### src/rtl/fp_normalize_round_if.sv
// Handshake and result bundle between the FPU add/sub stage, this
// normalize/round stage and whatever consumes the packed result.
interface fp_normalize_round_if #(
  parameter int EXP_W  = 8,
  parameter int MANT_W = 28
);
  localparam int RES_W = 1 + EXP_W + (MANT_W - 5);

  logic              in_valid;
  logic              in_ready;
  logic [MANT_W-1:0] mantisa_raw;
  logic              sign_result;
  logic [EXP_W-1:0]  exp_in;
  logic [RES_W-1:0]  result;
  logic              out_valid;
  logic              overflow;
  logic              underflow;
  logic              inexact;
  logic              zero;

  // upstream producer / result consumer side
  modport master (
    output in_valid, mantisa_raw, sign_result, exp_in,
    input  in_ready, result, out_valid, overflow, underflow, inexact, zero
  );

  // normalize/round stage side
  modport slave (
    input  in_valid, mantisa_raw, sign_result, exp_in,
    output in_ready, result, out_valid, overflow, underflow, inexact, zero
  );
endinterface

### src/rtl/fp_normalize_round.sv
// Single-precision adder back end: iterative normalize, round to
// nearest-even and pack with status flags.
//
// state  | meaning
// IDLE   | waiting for a word, in_ready high
// NORM   | one normalize step per cycle (right by one or left by one)
// ROUND  | nearest-even increment on m[27:3], clears g/r/s
// RENORM | rounding carried into m[27], shift right once
// PACK   | build result and flags, pulse out_valid
module fp_normalize_round #(
  parameter int EXP_W  = 8,
  parameter int MANT_W = 28
) (
  input  logic                 clk,
  input  logic                 rst,
  fp_normalize_round_if.slave  bus
);

  localparam int FRAC_W = MANT_W - 5;
  localparam int SUM_W  = MANT_W - 3;
  localparam int RES_W  = 1 + EXP_W + FRAC_W;
  localparam logic [EXP_W:0] E_ONE = {{EXP_W{1'b0}}, 1'b1};
  localparam logic [EXP_W:0] E_MAX = {1'b0, {EXP_W{1'b1}}};

  typedef enum logic [2:0] {
    S_IDLE,
    S_NORM,
    S_ROUND,
    S_RENORM,
    S_PACK
  } state_t;

  state_t             state_q, state_d;
  logic [MANT_W-1:0]  m_q, m_d;
  logic [EXP_W:0]     e_q, e_d;
  logic               sign_q, sign_d;
  logic [RES_W-1:0]   result_q, result_d;
  logic               out_valid_q, out_valid_d;
  logic               overflow_q, overflow_d;
  logic               underflow_q, underflow_d;
  logic               inexact_q, inexact_d;
  logic               zero_q, zero_d;

  logic               lsb, g, r, s, round_up;
  logic [SUM_W-1:0]   sum;
  logic [FRAC_W-1:0]  frac;

  assign lsb      = m_q[3];
  assign g        = m_q[2];
  assign r        = m_q[1];
  assign s        = m_q[0];
  assign round_up = g & (r | s | lsb);
  assign sum      = m_q[MANT_W-1:3] + {{(SUM_W-1){1'b0}}, round_up};
  assign frac     = m_q[MANT_W-3:3];

  // Next-state, datapath and flag updates for the sequencing FSM
  always_comb begin
    state_d     = state_q;
    m_d         = m_q;
    e_d         = e_q;
    sign_d      = sign_q;
    result_d    = result_q;
    out_valid_d = 1'b0;
    overflow_d  = overflow_q;
    underflow_d = underflow_q;
    inexact_d   = inexact_q;
    zero_d      = zero_q;

    case (state_q)
      S_IDLE: begin
        if (bus.in_valid) begin
          m_d         = bus.mantisa_raw;
          e_d         = {1'b0, bus.exp_in};
          sign_d      = bus.sign_result;
          overflow_d  = 1'b0;
          underflow_d = 1'b0;
          inexact_d   = 1'b0;
          zero_d      = 1'b0;
          state_d     = S_NORM;
        end
      end

      S_NORM: begin
        if (m_q == '0) begin
          zero_d  = 1'b1;
          sign_d  = 1'b0;
          state_d = S_PACK;
        end else if (m_q[MANT_W-1]) begin
          // carry out of the add: fold the dropped bit into sticky
          m_d     = {1'b0, m_q[MANT_W-1:2], m_q[1] | m_q[0]};
          e_d     = e_q + E_ONE;
          state_d = S_ROUND;
        end else if (m_q[MANT_W-2]) begin
          state_d = S_ROUND;
        end else if (e_q == E_ONE) begin
          // exponent floor reached: leave it as a subnormal candidate
          state_d = S_ROUND;
        end else begin
          m_d = m_q << 1;
          e_d = e_q - E_ONE;
        end
      end

      S_ROUND: begin
        inexact_d = g | r | s;
        m_d       = {sum, 3'b000};
        state_d   = sum[SUM_W-1] ? S_RENORM : S_PACK;
      end

      S_RENORM: begin
        m_d     = m_q >> 1;
        e_d     = e_q + E_ONE;
        state_d = S_PACK;
      end

      S_PACK: begin
        if (zero_q) begin
          result_d = '0;
        end else if (e_q >= E_MAX) begin
          result_d   = {sign_q, {EXP_W{1'b1}}, {FRAC_W{1'b0}}};
          overflow_d = 1'b1;
        end else if (!m_q[MANT_W-2] && (frac != '0)) begin
          result_d    = {sign_q, {EXP_W{1'b0}}, frac};
          underflow_d = 1'b1;
        end else begin
          result_d = {sign_q, e_q[EXP_W-1:0], frac};
        end
        out_valid_d = 1'b1;
        state_d     = S_IDLE;
      end

      default: state_d = S_IDLE;
    endcase
  end

  // State and datapath registers, cleared asynchronously
  always_ff @(posedge clk or negedge rst) begin
    if (!rst) begin
      state_q     <= S_IDLE;
      m_q         <= '0;
      e_q         <= '0;
      sign_q      <= 1'b0;
      result_q    <= '0;
      out_valid_q <= 1'b0;
      overflow_q  <= 1'b0;
      underflow_q <= 1'b0;
      inexact_q   <= 1'b0;
      zero_q      <= 1'b0;
    end else begin
      state_q     <= state_d;
      m_q         <= m_d;
      e_q         <= e_d;
      sign_q      <= sign_d;
      result_q    <= result_d;
      out_valid_q <= out_valid_d;
      overflow_q  <= overflow_d;
      underflow_q <= underflow_d;
      inexact_q   <= inexact_d;
      zero_q      <= zero_d;
    end
  end

  assign bus.in_ready  = (state_q == S_IDLE);
  assign bus.result    = result_q;
  assign bus.out_valid = out_valid_q;
  assign bus.overflow  = overflow_q;
  assign bus.underflow = underflow_q;
  assign bus.inexact   = inexact_q;
  assign bus.zero      = zero_q;

endmodule

### src/flat_wrapper.sv
// flat-port wrapper written by rule: the top's interface ports become plain ports
module fp_normalize_round_flat 
#(
  parameter int EXP_W  = 8,
  parameter int MANT_W = 28
)
  (clk, rst, bus_in_valid, bus_mantisa_raw, bus_sign_result, bus_exp_in, bus_in_ready, bus_result, bus_out_valid, bus_overflow, bus_underflow, bus_inexact, bus_zero);
  fp_normalize_round_if #(.EXP_W(EXP_W), .MANT_W(MANT_W)) bus_i ();
  input  logic clk;
  input  logic rst;
  input wire logic [$bits(bus_i.in_valid)-1:0] bus_in_valid;
  input wire logic [$bits(bus_i.mantisa_raw)-1:0] bus_mantisa_raw;
  input wire logic [$bits(bus_i.sign_result)-1:0] bus_sign_result;
  input wire logic [$bits(bus_i.exp_in)-1:0] bus_exp_in;
  output wire logic [$bits(bus_i.in_ready)-1:0] bus_in_ready;
  output wire logic [$bits(bus_i.result)-1:0] bus_result;
  output wire logic [$bits(bus_i.out_valid)-1:0] bus_out_valid;
  output wire logic [$bits(bus_i.overflow)-1:0] bus_overflow;
  output wire logic [$bits(bus_i.underflow)-1:0] bus_underflow;
  output wire logic [$bits(bus_i.inexact)-1:0] bus_inexact;
  output wire logic [$bits(bus_i.zero)-1:0] bus_zero;
  assign bus_i.in_valid = bus_in_valid;
  assign bus_i.mantisa_raw = bus_mantisa_raw;
  assign bus_i.sign_result = bus_sign_result;
  assign bus_i.exp_in = bus_exp_in;
  assign bus_in_ready = bus_i.in_ready;
  assign bus_result = bus_i.result;
  assign bus_out_valid = bus_i.out_valid;
  assign bus_overflow = bus_i.overflow;
  assign bus_underflow = bus_i.underflow;
  assign bus_inexact = bus_i.inexact;
  assign bus_zero = bus_i.zero;
  fp_normalize_round #(.EXP_W(EXP_W), .MANT_W(MANT_W)) u_core (.clk(clk), .rst(rst), .bus(bus_i));
endmodule
### config.mk
export PLATFORM = sky130hd
export DESIGN_NAME = fp_normalize_round_flat
export DESIGN_NICKNAME = d
export VERILOG_FILES = /design/src/rtl/fp_normalize_round_if.sv /design/src/rtl/fp_normalize_round.sv /design/src/flat_wrapper.sv
export SDC_FILE = /design/constraint.sdc
export NUM_CORES = 1
export LEC_CHECK = 0
export BUFFER_PORTS_ARGS = -buffer_cell sky130_fd_sc_hd__buf_2
export CAP_MARGIN = 20
export CORE_ASPECT_RATIO = 1.75
export CORE_MARGIN = 5
export CORE_UTILIZATION = 25
export CTS_BUF_LIST = sky130_fd_sc_hd__clkbuf_2 sky130_fd_sc_hd__clkbuf_4 sky130_fd_sc_hd__clkbuf_8
export CTS_CLUSTER_DIAMETER = 30
export CTS_CLUSTER_SIZE = 10
export DETAILED_ROUTE_END_ITERATION = 16
export GPL_ROUTABILITY_DRIVEN = 0
export PLACE_DENSITY = 0.46
export REMOVE_ABC_BUFFERS = 1
export SYNTH_ARGS = -nofsm -noshare
export SYNTH_HDL_FRONTEND = slang
export SYNTH_SLANG_ARGS = --single-unit
### constraint.sdc
create_clock -name clk -period 2.5 [get_ports clk]
set_input_delay 0.25 -clock clk [delete_from_list [all_inputs] [get_ports clk]]
set_output_delay 0.25 -clock clk [all_outputs]
set_load 0.005 [all_outputs]
==> summary.txt <==
Clocking
  • Hold buffers post-CTS: 0
  • TritonCTS Buffers: 9
  • CTS max path bufs: 2
  • CTS root buf: clkbuf_8
  • Worst-Skew Late Latency: 390 ps
  • CTS Sinks: 78
  • CTS clock-pin slew for the worst setup and hold paths: 90 ps
  • Setup repair bufs after CTS: 0
  • H-Tree Depth: 3
  • CTS tree: built
  • Post_cts resized: 0

Timing
  • Final setup fails: 0
  • RSZ-0062 raised after global routing: no
  • Setup Skew: 14.9 ps
  • Period utilisation layout: 92.5%
  • Period minus WS final: 2310 ps
  • Slew Viols, Final: 0
  • Slew HR: 33.9%
  • Measured slew at the worst slew-check pin: 984 ps
  • Final Hold Viols: 0
  • Max frequency: 433 MHz

Floorplanning
  • Std-Cell Core Area: 18,500 um^2
  • Die area: 21,700 um^2
  • Row cnt: 66
  • I/O pins: 78
  • Initial Util: 25.4%
  • Die width: 114 um
  • Chip height: 191 um

Critical path
  • Crit path largest cell delay: 580 ps
  • R2R depth: 7
  • Worst Setup End Kind: flip-flop
  • CP max FO: 30
  • Crit path DAT: 2590 ps
  • Worst r2r src: u_core.m_q[22]$_DFFE_PN0P_
  • Top Family by Delay on Critical Path: simple AND/OR/NAND/NOR gates
  • Crit path kind: flip-flop to flip-flop
  • Setup crit start: u_core.m_q[22]$_DFFE_PN0P_
  • CP cell instances: nor4_2, nand4_1, or4b_4, nand3_2, buf_12, a21oi_1, a2bb2oi_1
  • Req. time, crit path: 2780 ps
  • Number of stages on the worst setup path: 7
  • RR Endpoint: u_core.m_q[9]$_DFFE_PN0P_
  • Slowest cell on crit path: or4b_4
  • Slack of the worst reg-to-reg path: 190 ps
  • Startpoint types: flip-flop
  • Critical Path End: u_core.m_q[9]$_DFFE_PN0P_
  • Buf+Inv Stages, Crit Path: 1

Pwr
  • Pwr dens: 1410 nW/um^2
  • Total chip power: 8.34 mW
  • P_leak: 2.61 nW
  • VDD IR max: 0.391 mV

Final layout
  • Most common cell after layout, fill and taps aside: dfrtp_1
  • Final net count: 689
  • Most frequent cells in the layout: dfrtp_1 (78), buf_2 (76), buf_4 (71)
  • # diodes: 0
  • Layout cell share with drive strength beyond 1: 28.0%
  • # fillers: 2,028
  • Post-Layout Cell Count: 887
  • Layout Area Growth over Synthesis: 26.1%
  • Post-route cell area: 5920 um^2

Run
  • Max-cap violations: 0

Detailed routing
  • Vias: 4,749
  • Pre-antenna DRT Iters: 5
  • Post-route DRC: 0
  • DRT iter0 DRCs: 279
  • Via/cell ratio: 5.35
  • Final ANT Viol Nets: 0
  • Drt wl/cell: 19.2 um
  • Routed wire length: 17.1 mm

Synth
  • Synth unique cells: 60
  • Ys async rst share: 100%
  • Post-synth EDFFs: 0
  • Synth area leaders: dfrtp_1 (42%), o21ai_0 (5.4%), a22o_1 (4.7%), nor2_1 (4.1%), nand2_1 (3.8%)
  • Post-synthesis sequential area ratio: 41.6%
  • Area share of the largest cell type after synthesis: 41.6%
  • Yosys reg bits: 78
  • Synthesis Warnings: 0
  • Cells after synthesis: 542
  • Synth Area per Inst: 8.65 um^2
  • Synth Flop Type: dfrtp_1
  • Mapped cell area: 4690 um^2
  • Largest area contributor in the netlist: dfrtp_1

Global route
  • GRT overflow: 0
  • Overall Global Routing Usage: 15.9%
  • Vias in the first global route: 4,881
  • Largest net degree at the start of global routing: 79
  • Initial antenna violation count: 0
  • First-pass GRT wire length: 26.9 mm

Placement
  • Placed inst area: 5660 um^2
  • Final HPWL DP: 12.6 mm
  • Input/output buffers: 77
  • Placed insts: 869

Hold path
  • Hold WC Path Type: input pin to flip-flop

Outcome
  • Status: finished, final reports clean
==> sequential cells by signal (all words and copies together), names as in the netlist <==
register and count:
u_core.bus.underflow 1, u_core.e_q 9, u_core.sign_q 1, u_core.bus.overflow 1
u_core.bus.zero 1, u_core.bus.out_valid 1, u_core.state_q 3, u_core.m_q 28
u_core.bus.inexact 1, u_core.bus.result 32
==> power by group <==
part / switching, mW / total, mW / leakage, nW / internal (mW)
registers: 0.460 / 2.31 / 0.983 / 1.85
logic: 2.78 / 4.93 / 1.51 / 2.15
clock network: 0.529 / 1.10 / 0.110 / 0.572
total: 3.77 / 8.34 / 2.61 / 4.57
==> cells in the mapped netlist, drive strengths merged, types with 6 or more instances <==
cell type and count:
and3 7, a21oi 29, nor4 9, dfrtp 78, nand3 12, a31oi 10
o31ai 8, inv 9, nor2 51, o22ai 11, nand2 48, a2bb2oi 6
o21ai 51, nand4 14, nor3 26, clkbuf 38, buf 22, a221o 11
a22o 27, a221oi 9
==> area by class of cell <==
type                       count  area (um^2)  share of cell area (%)
clock buffer                  10          131                    2.22
clock inverter                 6         86.3                    1.46
inverter                       9         33.8                   0.571
multi-input combinational    395         2430                    41.1
sequential                    78         1950                    33.0
tap                          238          298                    5.03
timing repair buffer         151          982                    16.6
==> kinds of logic (layout without fill, tap and decap cells) <==
logic type	after synthesis	count (layout)	synth area share, %
adders and majority gates	5	5	1.33
muxes	2	2	0.533
buffers and inverters	69	176	6.53
DFF	78	78	41.6
AOI/OAI and AO/OA	195	195	28.9
and+or+nand+nor	188	188	20.2
xor gates and xnor gates	5	5	0.934
==> stage by stage <==
stage	util [%]	setup slack, ps	setup TNS [ps]	hold WS (ps)
global placement	30.5	-44.8	-103	468
global route	32.0	4.37	0	66.6
detailed placement	30.6	181	0	475
finish	32.0	189	0	81.6
floorplan	-	-296	-6030	-45.6
CTS	31.8	157	0	59.3
==> how the worst min path moves through the flow <==
stage	to	from	cells after the start
2_1_floorplan	u_core.bus.inexact$_DFFE_PN0P_	rst	0
3_5_place_dp	u_core.bus.underflow$_DFFE_PN0P_	bus_in_valid	2
4_1_cts	u_core.bus.underflow$_DFFE_PN0P_	bus_in_valid	2
5_1_grt	u_core.bus.underflow$_DFFE_PN0P_	bus_in_valid	2
6_report	u_core.bus.underflow$_DFFE_PN0P_	bus_in_valid	2
3_3_place_gp	u_core.bus.result[31]$_DFFE_PN0N_	u_core.bus.result[31]$_DFFE_PN0N_	2
==> layer usage <==
metal  routed length (um)  track usage (%)  vias to the layer above  share of wire, %
met3                  786             2.82                       33               4.6
li1                     -                -                     2242                 -
met1                 6860             18.6                     2319                40
met4                  542             7.36                        0               3.2
met2                 8890             27.8                      155                52
met5                    0                0                        -                 0
==> worst register-to-register path: stages, from the launching register on <==
cell       delay, ps
dfrtp_1          410
nor4_2           410
nand4_1          200
or4b_4           580
nand3_2          190
buf_12           200
a21oi_1           70
a2bb2oi_1        140
(Power assumes the default switching activity.)
